### src/rtl/pc_fetch_unit.sv
// Instruction fetch stage: holds the architectural PC, issues one fetch per instruction, and holds the word for decode.
// Optional misaligned next-PC trap is enabled by defining PC_FETCH_MISALIGN_TRAP_EN.
module pc_fetch_unit #(
    parameter logic [31:0] RESET_PC = 32'h0000_0000,
    parameter logic [31:0] TRAP_VEC = 32'h0000_0100
) (
    input  logic        clk,
    input  logic        rst,
    input  logic [31:0] npc,
    output logic        imem_req_valid,
    input  logic        imem_req_ready,
    output logic [31:0] imem_addr,
    input  logic        imem_rsp_valid,
    input  logic [31:0] imem_rsp_data,
    output logic        inst_valid,
    input  logic        inst_ready,
    output logic [31:0] inst,
    output logic [31:0] pc,
    output logic [31:0] fetch_cnt,
    output logic        misalign
);

    typedef enum logic [1:0] {
        ISSUE = 2'd0,
        WAIT  = 2'd1,
        HOLD  = 2'd2
    } state_t;

    state_t      state_q;
    state_t      state_d;
    logic [31:0] pc_q;
    logic [31:0] inst_q;
    logic [31:0] cnt_q;
    logic        just_reset_q;
    logic        consume;

    // The first cycle after reset keeps the request low so memory sees a clean start.
    assign imem_req_valid = (state_q == ISSUE) && !just_reset_q;
    assign inst_valid     = (state_q == HOLD);
    assign imem_addr      = pc_q;
    assign pc             = pc_q;
    assign inst           = inst_q;
    assign fetch_cnt      = cnt_q;
    assign consume        = (state_q == HOLD) && inst_ready;

    always_comb begin
        state_d = state_q;
        case (state_q)
            ISSUE: if (imem_req_valid && imem_req_ready) state_d = WAIT;
            WAIT:  if (imem_rsp_valid) state_d = HOLD;
            HOLD:  if (inst_ready) state_d = ISSUE;
            default: state_d = ISSUE;
        endcase
    end

    always_ff @(posedge clk) begin
        if (rst) begin
            state_q      <= ISSUE;
            just_reset_q <= 1'b1;
            inst_q       <= 32'h0;
        end else begin
            state_q      <= state_d;
            just_reset_q <= 1'b0;
            if ((state_q == WAIT) && imem_rsp_valid) begin
                inst_q <= imem_rsp_data;
            end
        end
    end

    always_ff @(posedge clk) begin
        if (rst) begin
            cnt_q <= 32'h0;
        end else if (consume) begin
            cnt_q <= cnt_q + 32'd1;
        end
    end

`ifdef PC_FETCH_MISALIGN_TRAP_EN
    logic misalign_q;

    // A misaligned target redirects to the trap vector instead of being fetched.
    always_ff @(posedge clk) begin
        if (rst) begin
            pc_q       <= RESET_PC;
            misalign_q <= 1'b0;
        end else begin
            misalign_q <= 1'b0;
            if (consume) begin
                if (npc[1:0] != 2'b00) begin
                    pc_q       <= TRAP_VEC;
                    misalign_q <= 1'b1;
                end else begin
                    pc_q <= npc;
                end
            end
        end
    end

    assign misalign = misalign_q;
`else
    logic unused_trap_vec;

    always_ff @(posedge clk) begin
        if (rst) begin
            pc_q <= RESET_PC;
        end else if (consume) begin
            pc_q <= npc;
        end
    end

    assign misalign        = 1'b0;
    assign unused_trap_vec = ^TRAP_VEC;
`endif

endmodule

### config.mk
export PLATFORM = sky130hd
export DESIGN_NAME = pc_fetch_unit
export DESIGN_NICKNAME = d
export VERILOG_FILES = /design/src/rtl/pc_fetch_unit.sv
export SDC_FILE = /design/constraint.sdc
export NUM_CORES = 1
export LEC_CHECK = 0
export BUFFER_PORTS_ARGS = -buffer_cell sky130_fd_sc_hd__buf_4
export CORE_AREA = 2 2 102 104
export CTS_BUF_LIST = sky130_fd_sc_hd__clkbuf_2
export CTS_CLUSTER_DIAMETER = 80
export DETAILED_ROUTE_END_ITERATION = 10
export DIE_AREA = 0 0 104 106
export PLACE_DENSITY = 0.83
export SYNTH_ARGS = -nofsm -noshare
export SYNTH_HDL_FRONTEND = slang
export SYNTH_SLANG_ARGS = --single-unit
### constraint.sdc
create_clock -name clk -period 2 [get_ports clk]
set_input_delay 0.4 -clock clk [delete_from_list [all_inputs] [get_ports clk]]
set_output_delay 0.4 -clock clk [all_outputs]
set_load 0.03 [all_outputs]
Word-level counts from Yosys, hierarchy flattened
Index checks and enable logic that the tools add are counted.
{ "classes": {"addsub": 1, "n_eq_ne": 5, "muxes": 5, "reduce_logical": 7} }
{ "op_table": {"columns": ["operator", "count"], "rows": [
  ["$add A32 B1 Y32 const B", 1],
  ["$mux W2", 3],
  ["$pmux W2 S3", 1],
  ["$logic_and A1 B1 Y1", 4],
  ["$ne A2 B1 Y1 const B", 2],
  ["$reduce_and A3 Y1", 1],
  ["$eq A2 B1 Y1 const B", 1],
  ["$eq A2 B2 Y1 const B", 1],
  ["$logic_not A2 Y1", 1],
  ["$ne A2 B2 Y1 const B", 1],
  ["$logic_not A1 Y1", 1],
  ["$mux W1", 1]
]} }
{ "word_totals": {"regBits": 99, "in_bits": 69, "output_inout_bits": 131, "wordCells": 23} }

Logic depth before layout (Yosys ltp)
Gate-level depths: netlist of run 1.
{ "logic_depth": {"word_depth": 5, "mapped_depth": 7, "ltp_nobuf": 5} }

Worst setup path before layout of run 1
No wires, ideal clock.
{ "synth_path": {"path_kind": "flip-flop to flip-flop", "from": "register cnt_q[0] (netlist: fetch_cnt[0])", "to": "register cnt_q[22] (netlist: fetch_cnt[22])", "arrival_time_ps": 2215, "t_required_ps": 1930, "slack_ps": -286, "path_stages_with_launch": 7, "n_path_buf": 1, "period_less_slack_ps": 2286, "cell_sequence": "dfxtp_1 ha_1 nand4b_4 or4_1 buf_2 or4_1 a21oi_1"} }
{ "synth_via": {"elab_chain_cells": 1} }
{ "synth_lines": {"columns": ["element", "line_no", "text"], "rows": [
  ["start: declaration", "33", "logic [31:0] cnt_q;"],
  ["start signal: assignment", "74", "cnt_q <= cnt_q + 32'd1;"],
  ["$add A32 B1 Y32", "74", null]
]} }
No other way between the ends.
A chain may end at the register's enable or synchronous reset.

Worst setup path in the final report of run 1
{ "layout_path": {"from": "register cnt_q[4] (netlist: fetch_cnt[4])", "to": "register cnt_q[19] (netlist: fetch_cnt[19])"} }
The elaborated chain is that of the path after synthesis.

==> flow_metrics.py, run 1 <==
metrics = {
    "outcome": {
        "status": "finished clean",
    },
    "worst_setup_path": {
        "crit_required_ns": 2.52,
        "worstPathArrival_ns": 2.49,
        "crit_fanout": 8,
        "worstSetupEndpointType": "register",
        "start_kind": "register",
        "critPathKind": "register to register",
        "reg2reg_depth": 5,
    },
    "min_path": {
        "whs_path_depth": 3,
        "hp-class": "input pin to register",
    },
    "finish": {
        "finish.net_count": 762,
        "n_antenna_cell": 0,
        "layout.cells.non_filler": 833,
        "area_growth_pct": 42.8,
        "fillers": 918,
        "drive_gt1_share_pct": 37.2,
        "final_core_util_pct": 59.1,
    },
    "grt": {
        "antenna_found_initial": 0,
        "grt_max_degree": 52,
        "track_usage_pct": 19.6,
        "grt-ovfl-total": 0,
        "grt_pass1_vias": 3940,
        "grt_pass1_wl_mm": 18.0,
    },
    "detailed_routing": {
        "wl_per_cell_um": 13.7,
        "drc": 0,
        "drt-vias-per-instance": 5.01,
        "drt_first_pass_iters": 4,
        "num_vias": 4173,
        "drt-initial-drc-count": 156,
        "antenna_left": 0,
        "wl_mm": 11.4,
    },
    "synthesis": {
        "ys_async_sr_fraction_pct": 0,
        "synthFlopType": "dfxtp_1",
        "ys_types": 31,
        "ys_seq_area_share_pct": 47.9,
        "syn_area_per_cell_um2": 8.06,
        "synth_top_area_share_pct": 47.9,
        "synth_nets": 583,
        "yosys-top-cells-area": "dfxtp_1 (48%), nand2_1 (13%), a21oi_1 (10%)",
        "syn_area_um2": 4140,
        "ys_ff_latch": 99,
        "synth.largest_area_cell": "dfxtp_1",
        "syn_inst": 513,
        "synth-edff-count": 0,
        "yosys_warnings": 0,
    },
    "die": {
        "chipWidth_um": 104,
        "initial_core_util_pct": 41.4,
        "std_cell_rows": 37,
        "die_y_um": 106,
        "design.core.area_um2": 10000,
        "io_pins": 200,
        "dieArea_um2": 11000,
    },
    "power": {
        "ir_drop_mv": 0.337,
        "leakagePower_nw": 2.47,
        "power.density_nw_per_um2": 581,
    },
    "sta": {
        "hold_viol": 0,
        "timing.final.ws_setup_ns": 0.0282,
        "min_period_over_period_pct": 98.6,
        "finalSetupTns_ns": 0,
        "slew_viol_final": 0,
        "min_period_ns": 1.97,
        "setup_violations": 0,
        "relSlewSlack_pct": 59.7,
        "rsz0062_at_grt": "true",
        "fmax_mhz": 507,
        "clock_skew_ns": 0.0277,
        "tightest_slew_ns": 0.604,
    },
    "clock_tree": {
        "insertion_delay_ns": 0.56,
        "clkSinkCount": 99,
        "cts_tree": "yes",
        "numCtsBuffers": 9,
        "cts_buffer_depth": 2,
        "cts_root_buf": "clkbuf_2",
        "path_clk_slew_ns": 0.26,
        "cts_max_level": 3,
    },
    "placed_design": {
        "gp_congestion": 0.834,
        "portBuffers": 198,
        "placed_cells": 804,
        "hpwl_mm": 8.13,
        "pre_cts_ws_ns": 0.0533,
    },
    "run": {
        "drv_cap": 0,
    },
}
worst max-delay path, cell delays in order, from the launching register on:
cell	delay (ns)
dfxtp_4	0.44
nand4_1	0.15
buf_4	0.18
or4_1	0.51
or4_1	0.49
a21oi_1	0.14
layout by cell type (no fill, tap or decap), drive strengths merged, types with 8 or more instances in the layout:
cell	netlist	routed
nand3	11	11
o31ai	10	10
nor2	16	16
dlygate4sd3	0	12
nand2	141	141
nor4	9	9
clkbuf	22	9
dfxtp	99	99
a21oi	84	84
buf	42	220
nand4	8	8
or4	13	13
area by class of cell:
type | count | area (um2) | share of cell area [%]
multi-input cells | 345 | 1780 | 30.2
flip-flops and latches | 99 | 2010 | 34.0
inverters | 5 | 18.8 | 0.318
clock buffers | 9 | 45.0 | 0.763
repair buffers | 232 | 1790 | 30.3
clock inverters | 7 | 91.3 | 1.55
well taps | 136 | 170 | 2.88
path summary, 6_finish.rpt:
| path | to | slack (ns) | start |
|---|---|---|---|
| setup / recovery | fetch_cnt[19] | 0.03 | fetch_cnt[4] |
| hold / removal | imem_addr[28] | 0.04 | npc[28] |
| hold reg to reg | inst[23] | 0.47 | inst[23] |
| setup reg to reg | fetch_cnt[19] | 0.03 | fetch_cnt[4] |
sequential cells by signal, indices dropped and copies added (netlist names):
register,flops
imem_addr,32
state_q,2
inst,32
just_reset_q,1
fetch_cnt,32
per-layer routing:
metal / routed length (um) / GRT usage (%) / part of all wire, %
met5: 0 / 0 / 0
met4: 210 / 8.01 / 1.8
met3: 778 / 4.72 / 6.8
met2: 5870 / 35.2 / 52
met1: 4520 / 22.4 / 40
cell families (layout without fill, tap and decap cells):
group | after synthesis | in the layout | share of synthesized area, %
compound gates | 101 | 101 | 12.8
mux | 5 | 5 | 1.36
buf+inv | 69 | 253 | 9.59
simple gates | 228 | 228 | 26.0
xor+xnor | 9 | 9 | 1.91
flops | 99 | 99 | 47.9
fa+ha+maj | 1 | 1 | 0.303
other cells | 1 | 1 | 0.0907
through the flow:
step / power [mW] / area [um2] / hold slack, ns
2_1_floorplan: 2.21 / 4170 / 0.428
3_3_place_gp: 2.38 / 5620 / 0.443
3_5_place_dp: 2.39 / 5620 / 0.451
4_1_cts: 3.45 / 5760 / 0.00380
5_1_grt: 3.58 / 5910 / 0.00232
6_report: 3.43 / 5910 / 0.0392
report_power, final:
part           total [mW]  switching [mW]  internal, mW
Sequential           2.02          0.0176          2.00
Clock                1.07           0.657         0.410
Combinational       0.348           0.179         0.169
what timing repair did:
| action | in CTS | in global routing |
|---|---|---|
| endpoints found under the hold margin | 1 | 11 |
| pin swaps | 0 | 2 |
| cloned | 0 | 0 |
| resized for setup | 1 | 8 |
| buffers inserted | 0 | 1 |
| hold buffers | 1 | 11 |
| setup endpoints to repair | 1 | 6 |
cell usage after synthesis (all sizes together) (8+ instances only):
| library cell | instances |
|---|---|
| a21oi | 84 |
| buf | 42 |
| clkbuf | 22 |
| dfxtp | 99 |
| nand2 | 141 |
| nand3 | 11 |
| nand4 | 8 |
| nor2 | 16 |
| nor4 | 9 |
| o31ai | 10 |
| or4 | 13 |
No activity file was read; power rests on OpenSTA's default activity.
==> inputs of run 2 (changes only) <==
==> constraint.sdc (replaced) <==
create_clock -name clk -period 2 [get_ports clk]
set_input_delay 0.4 -clock clk [delete_from_list [all_inputs] [get_ports clk]]
set_output_delay 0.4 -clock clk [all_outputs]
set_load 0.02 [all_outputs]
==> flow_metrics.py, run 2 (synthesis results as in run 1) <==
metrics = {
    "die": {
        "design.core.area_um2": 10000,
        "std_cell_rows": 37,
        "die_y_um": 106,
        "initial_core_util_pct": 41.4,
        "io_pins": 200,
        "dieArea_um2": 11000,
        "chipWidth_um": 104,
    },
    "grt": {
        "antenna_found_initial": 0,
        "grt-ovfl-total": 0,
        "grt_pass1_wl_mm": 18.2,
        "grt_max_degree": 50,
        "grt_pass1_vias": 3960,
        "track_usage_pct": 20.0,
    },
    "clock_tree": {
        "clkSinkCount": 99,
        "cts_max_level": 3,
        "cts_buffer_depth": 2,
        "insertion_delay_ns": 0.55,
        "cts_root_buf": "clkbuf_2",
        "path_clk_slew_ns": 0.25,
        "cts_tree": "yes",
        "numCtsBuffers": 9,
    },
    "power": {
        "seqPwrFrac_pct": 59.8,
        "leakagePower_nw": 2.47,
        "power_mw": 3.37,
        "p_int_mw": 2.56,
        "power.share.combinational_pct": 9.0,
        "ir_drop_mv": 0.310,
        "p_clk_share_pct": 31.1,
        "power.density_nw_per_um2": 576,
        "power_switching_mw": 0.806,
        "netSwitchingFraction_pct": 23.9,
    },
    "placed_design": {
        "placed_cells": 809,
        "portBuffers": 198,
        "gp_congestion": 0.869,
        "hpwl_mm": 8.44,
    },
    "sta": {
        "clock_skew_ns": 0.0144,
        "fmax_mhz": 516,
        "whs_ns": 0.0579,
        "slew_viol_final": 0,
        "min_period_ns": 1.94,
        "rsz0062_at_grt": "true",
        "hold_viol": 0,
        "relSlewSlack_pct": 59.9,
        "setup_violations": 0,
        "min_period_over_period_pct": 96.9,
        "tightest_slew_ns": 0.601,
    },
    "finish": {
        "n_antenna_cell": 0,
        "drive_gt1_share_pct": 37.9,
        "fillers": 922,
        "layout_commonest_cell": "buf_4",
        "final_cell_mix": "buf_4 (223), nand2_1 (141), dfxtp_1 (89)",
        "final_core_util_pct": 58.5,
        "finish.net_count": 756,
        "multi_input_area_um2": 1780,
        "area_growth_pct": 41.4,
        "layout.cells.non_filler": 827,
        "seqCellArea_um2": 2010,
    },
    "detailed_routing": {
        "wl_mm": 11.5,
        "drt_first_pass_iters": 6,
        "num_vias": 4219,
        "drc": 0,
        "drt-vias-per-instance": 5.10,
        "wl_per_cell_um": 13.9,
        "antenna_left": 0,
        "drt-initial-drc-count": 159,
    },
    "worst_setup_path": {
        "reg2reg_slack_ns": 0.06,
        "crit_chain": "buf_4, and4_1, nand4_1, nor4_1, mux2_2",
        "worstReg2RegStart": "fetch_cnt[6]",
        "crit_fanout": 7,
        "start_kind": "register",
        "cp.depth": 5,
        "slowest_delay_ns": 0.42,
        "worstSetupEndpointType": "register",
        "crit_required_ns": 2.48,
        "path_buf_inv": 1,
        "crit_family": "simple AND/OR/NAND/NOR gates",
        "critPathKind": "register to register",
        "reg2reg_depth": 5,
        "worstReg2RegEnd": "fetch_cnt[27]",
        "crit_end": "fetch_cnt[27]",
        "crit_start": "fetch_cnt[6]",
        "worstPathArrival_ns": 2.42,
        "slowest_stage": "nor4_1",
    },
    "outcome": {
        "status": "finished clean",
    },
    "min_path": {
        "hp-class": "input pin to register",
        "whs_path_depth": 3,
    },
    "run": {
        "drv_cap": 0,
    },
}
## run 2: cell count changes in the layout (fill, tap and decap cells not counted), sizes merged
cell / change
buf: +5
bufbuf: +1
clkbuf: +1
clkinvlp: -1
dlygate4sd3: -12
## run 2: power groups by stage
stage               clock network [mW]  logic, mW  registers [mW]
floorplan                            0      0.106            2.08
global placement                     0      0.299            2.05
detailed placement                   0      0.305            2.06
CTS                               1.08      0.306            2.02
global route                      1.17      0.329            2.02
finish                            1.05      0.304            2.02
## run 2: layout make-up
class                   instances  share of cell area, %
flip-flops and latches         99                   34.3
multi-input cells             345                   30.5
repair buffers                226                   29.8
well taps                     136                   2.91
clock inverters                 6                   1.35
clock buffers                  10                  0.856
inverters                       5                  0.321
## run 2: how the worst min path moves through the flow
stage	from	end
after CTS	npc[15]	imem_addr[15]
final	npc[17]	imem_addr[17]
after global placement	inst[18]	inst[18]
after detailed placement	inst[20]	inst[20]
after floorplan	rst	just_reset_q
after global routing	npc[0]	imem_addr[0]
## run 2: worst register-to-register path: cells and delay by family, from the launching register on
kind / cells / cell delay [ns]
muxes: 1 / 0.38
DFF: 1 / 0.39
and+or+nand+nor: 3 / 0.97
buffers and inverters: 1 / 0.13
## run 2: metal layers
layer  global-route usage (%)  share of wire (%)  vias to the layer above
met5                        0                  0                        -
met4                     8.30                1.6                        0
met3                     4.05                5.9                       19
met2                     36.1                 52                      152
met1                     23.0                 41                     1996
li1                         -                  -                     2052
## run 2: per-stage QoR
step,setup TNS [ns],cell area (um2),setup WS (ns)
2_1_floorplan,0,4160,0.00187
3_3_place_gp,-0.0202,5650,-0.0126
3_5_place_dp,-0.181,5650,-0.0563
4_1_cts,0,5820,0.0250
5_1_grt,-0.0402,5850,-0.0224
6_report,0,5850,0.0610
## run 2: timing repair
item                                    4_1_cts  5_1_grt
pin swaps                                     1        1
endpoints found under the setup margin        7        8
hold buffers                                  0        0
gates cloned                                  1        0
setup buffers                                 0        1
gates resized for setup                       4        9
==> inputs of run 3 (changes only) <==
==> config.mk (replaced) <==
export PLATFORM = sky130hd
export DESIGN_NAME = pc_fetch_unit
export DESIGN_NICKNAME = d
export VERILOG_FILES = /design/src/rtl/pc_fetch_unit.sv
export SDC_FILE = /design/constraint.sdc
export NUM_CORES = 1
export LEC_CHECK = 0
export ABC_AREA = 1
export BUFFER_PORTS_ARGS = -buffer_cell sky130_fd_sc_hd__buf_4
export CORE_AREA = 2 2 103 105
export CTS_BUF_LIST = sky130_fd_sc_hd__clkbuf_2
export CTS_CLUSTER_DIAMETER = 80
export DETAILED_ROUTE_END_ITERATION = 10
export DIE_AREA = 0 0 105 107
export PLACE_DENSITY = 0.84
export SYNTH_ARGS = -nofsm -noshare
export SYNTH_HDL_FRONTEND = slang
export SYNTH_SLANG_ARGS = --single-unit
==> flow_metrics.py, run 3 <==
metrics = {
    "worst_setup_path": {
        "crit_required_ns": 1.60,
        "crit_fanout": 4,
        "worstPathArrival_ns": 1.36,
        "worstReg2RegStart": "fetch_cnt[1]",
        "critPathKind": "register to primary output",
        "reg2reg_slack_ns": 0.45,
        "worstReg2RegEnd": "fetch_cnt[24]",
        "path_buf_inv": 1,
        "crit_chain": "nor3_1, buf_4",
        "reg2reg_depth": 8,
        "crit_family": "flip-flops",
        "worstSetupEndpointType": "primary output",
        "slowest_delay_ns": 0.42,
        "slowest_stage": "dfxtp_1",
        "start_kind": "register",
    },
    "synthesis": {
        "yosys-top-cells-area": "dfxtp_1 (46%), nand2_1 (12%), a21oi_1 (8.6%)",
        "synth-adder-area-share_pct": 0.288,
        "synthFlopType": "dfxtp_1",
        "synth_top_area_share_pct": 45.6,
        "syn_area_per_cell_um2": 7.19,
        "synth_top_family_by_area": "simple AND/OR/NAND/NOR gates",
        "ys_ff_latch": 99,
        "muxShareOfSynthArea_pct": 0,
        "syn_area_um2": 4350,
        "synthSimpleGateAreaFrac_pct": 24.9,
        "synth.largest_area_cell": "dfxtp_1",
        "synth-edff-count": 0,
        "yosys_warnings": 0,
        "syn_inst": 605,
        "synth_xor_area_share_pct": 1.41,
        "ys_types": 30,
        "synth-compound-area-share_pct": 13.2,
        "synth_nets": 675,
        "yosysMostFrequentCell": "nand2_1",
        "ys_async_sr_fraction_pct": 0,
        "ys_top_cells_by_count": "nand2_1 (142), dfxtp_1 (99), a21oi_1 (75), inv_1 (67), nor2_1 (60)",
        "ys_seq_area_share_pct": 45.6,
    },
    "min_path": {
        "whs_path_depth": 3,
        "hp-class": "input pin to register",
        "min-delay-start": "npc[7]",
        "hold_end": "imem_addr[7]",
    },
    "clock_tree": {
        "cts_max_level": 3,
        "hold_buffers": 0,
        "cts_buffer_depth": 2,
        "cts_tree": "yes",
        "cts_resized": 0,
        "numCtsBuffers": 9,
        "insertion_delay_ns": 0.52,
        "clkSinkCount": 99,
        "cts_root_buf": "clkbuf_2",
        "post_cts_buffers": 0,
        "path_clk_slew_ns": 0.26,
    },
    "sta": {
        "relSlewSlack_pct": 65.2,
        "hold_viol": 0,
        "min_period_ns": 1.76,
        "tightest_slew_ns": 0.522,
        "min_period_over_period_pct": 88.2,
        "rsz0062_at_grt": "false",
        "finalSetupTns_ns": 0,
        "slew_viol_final": 0,
        "fmax_mhz": 567,
        "setup_violations": 0,
        "clock_skew_ns": 0.0332,
    },
    "die": {
        "dieArea_um2": 11200,
        "chipWidth_um": 105,
        "std_cell_rows": 37,
        "design.core.area_um2": 10100,
        "die_y_um": 107,
        "io_pins": 200,
        "initial_core_util_pct": 43.1,
    },
    "detailed_routing": {
        "wl_per_cell_um": 12.3,
        "drt-vias-per-instance": 4.66,
        "antenna_left": 0,
        "drt_first_pass_iters": 5,
        "wl_mm": 11.2,
        "drt-initial-drc-count": 163,
        "drc": 0,
        "num_vias": 4244,
    },
    "grt": {
        "track_usage_pct": 19.3,
        "grt-ovfl-total": 0,
        "grt_pass1_vias": 3836,
        "grt_max_degree": 66,
        "grt_pass1_wl_mm": 17.7,
        "antenna_found_initial": 0,
    },
    "finish": {
        "final_cell_mix": "buf_4 (202), nand2_1 (142), dfxtp_1 (99)",
        "drive_gt1_share_pct": 30.6,
        "layout_commonest_cell": "buf_4",
        "final_core_util_pct": 58.5,
        "finish.net_count": 841,
        "n_antenna_cell": 0,
        "area_growth_pct": 35.9,
        "fillers": 975,
    },
    "power": {
        "leakagePower_nw": 2.57,
        "ir_drop_mv": 0.401,
        "power.density_nw_per_um2": 569,
    },
    "outcome": {
        "status": "finished clean",
    },
    "run": {
        "drv_cap": 0,
    },
    "placed_design": {
        "hpwl_mm": 8.20,
        "gp_congestion": 0.878,
        "portBuffers": 198,
    },
}
-- run 3: cell count changes after synthesis, sizes merged, moves of 12 or more --
cell / delta
inv: +65
nor2: +55
o21ai: +31
nand3: +13
or4: -13
clkbuf: -12
-- run 3: per-layer routing --
| layer | up-vias | part of all wire [%] | GRT usage [%] |
|---|---|---|---|
| li1 | 2202 | - | - |
| met1 | 1892 | 42 | 23.4 |
| met2 | 135 | 50 | 32.9 |
| met3 | 15 | 7.5 | 6.44 |
| met4 | 0 | 1.3 | 5.14 |
| met5 | - | 0 | 0 |
-- run 3: cell families after synthesis --
kind of cell / count (synthesis)
xor gates and xnor gates: 7
DFF: 99
AOI/OAI and AO/OA: 114
adders and majority gates: 1
and+or+nand+nor: 254
buffers and inverters: 129
other: 1
-- run 3: through the flow --
stage	instance area [um2]	worst slack (ns)	hold slack (ns)	total power, mW	std cells
after global routing	5910	0.0283	0.000644	3.53	911
after global placement	5690	0.444	0.432	2.42	886
after CTS	5810	0.160	0.0300	3.40	901
final	5910	0.236	0.0924	3.36	911
after detailed placement	5690	0.420	0.438	2.42	886
after floorplan	4350	0.547	0.428	2.24	605
-- run 3: tightest hold or removal path, stage by stage --
cell and delay, ns:
buf_4 0.11, nand2_1 0.05, a21oi_1 0.05
-- run 3: worst max-delay path by stage --
stage	startpoint	endpoint	slack (ns)	cells past startpoint
3_3_place_gp	inst_ready	fetch_cnt[11]	0.44	8
2_1_floorplan	fetch_cnt[1]	fetch_cnt[24]	0.55	8
3_5_place_dp	inst_ready	fetch_cnt[11]	0.42	8
6_report	state_q[1]	imem_req_valid	0.24	2
5_1_grt	state_q[1]	imem_req_valid	0.03	2
4_1_cts	state_q[1]	imem_req_valid	0.16	2
-- run 3: final cells by class --
class | instances | area (um2) | share of cell area [%]
Clock buffer | 10 | 50.0 | 0.847
Clock inverter | 5 | 62.6 | 1.06
Inverter | 71 | 268 | 4.53
Multi-Input combinational cell | 377 | 1740 | 29.4
Sequential cell | 99 | 1980 | 33.6
Tap cell | 136 | 170 | 2.88
Timing Repair Buffer | 213 | 1640 | 27.7
-- run 3: where the power goes --
part | internal, mW | switching [mW]
Sequential | 2.02 | 0.0229
Combinational | 0.183 | 0.175
Clock | 0.296 | 0.667
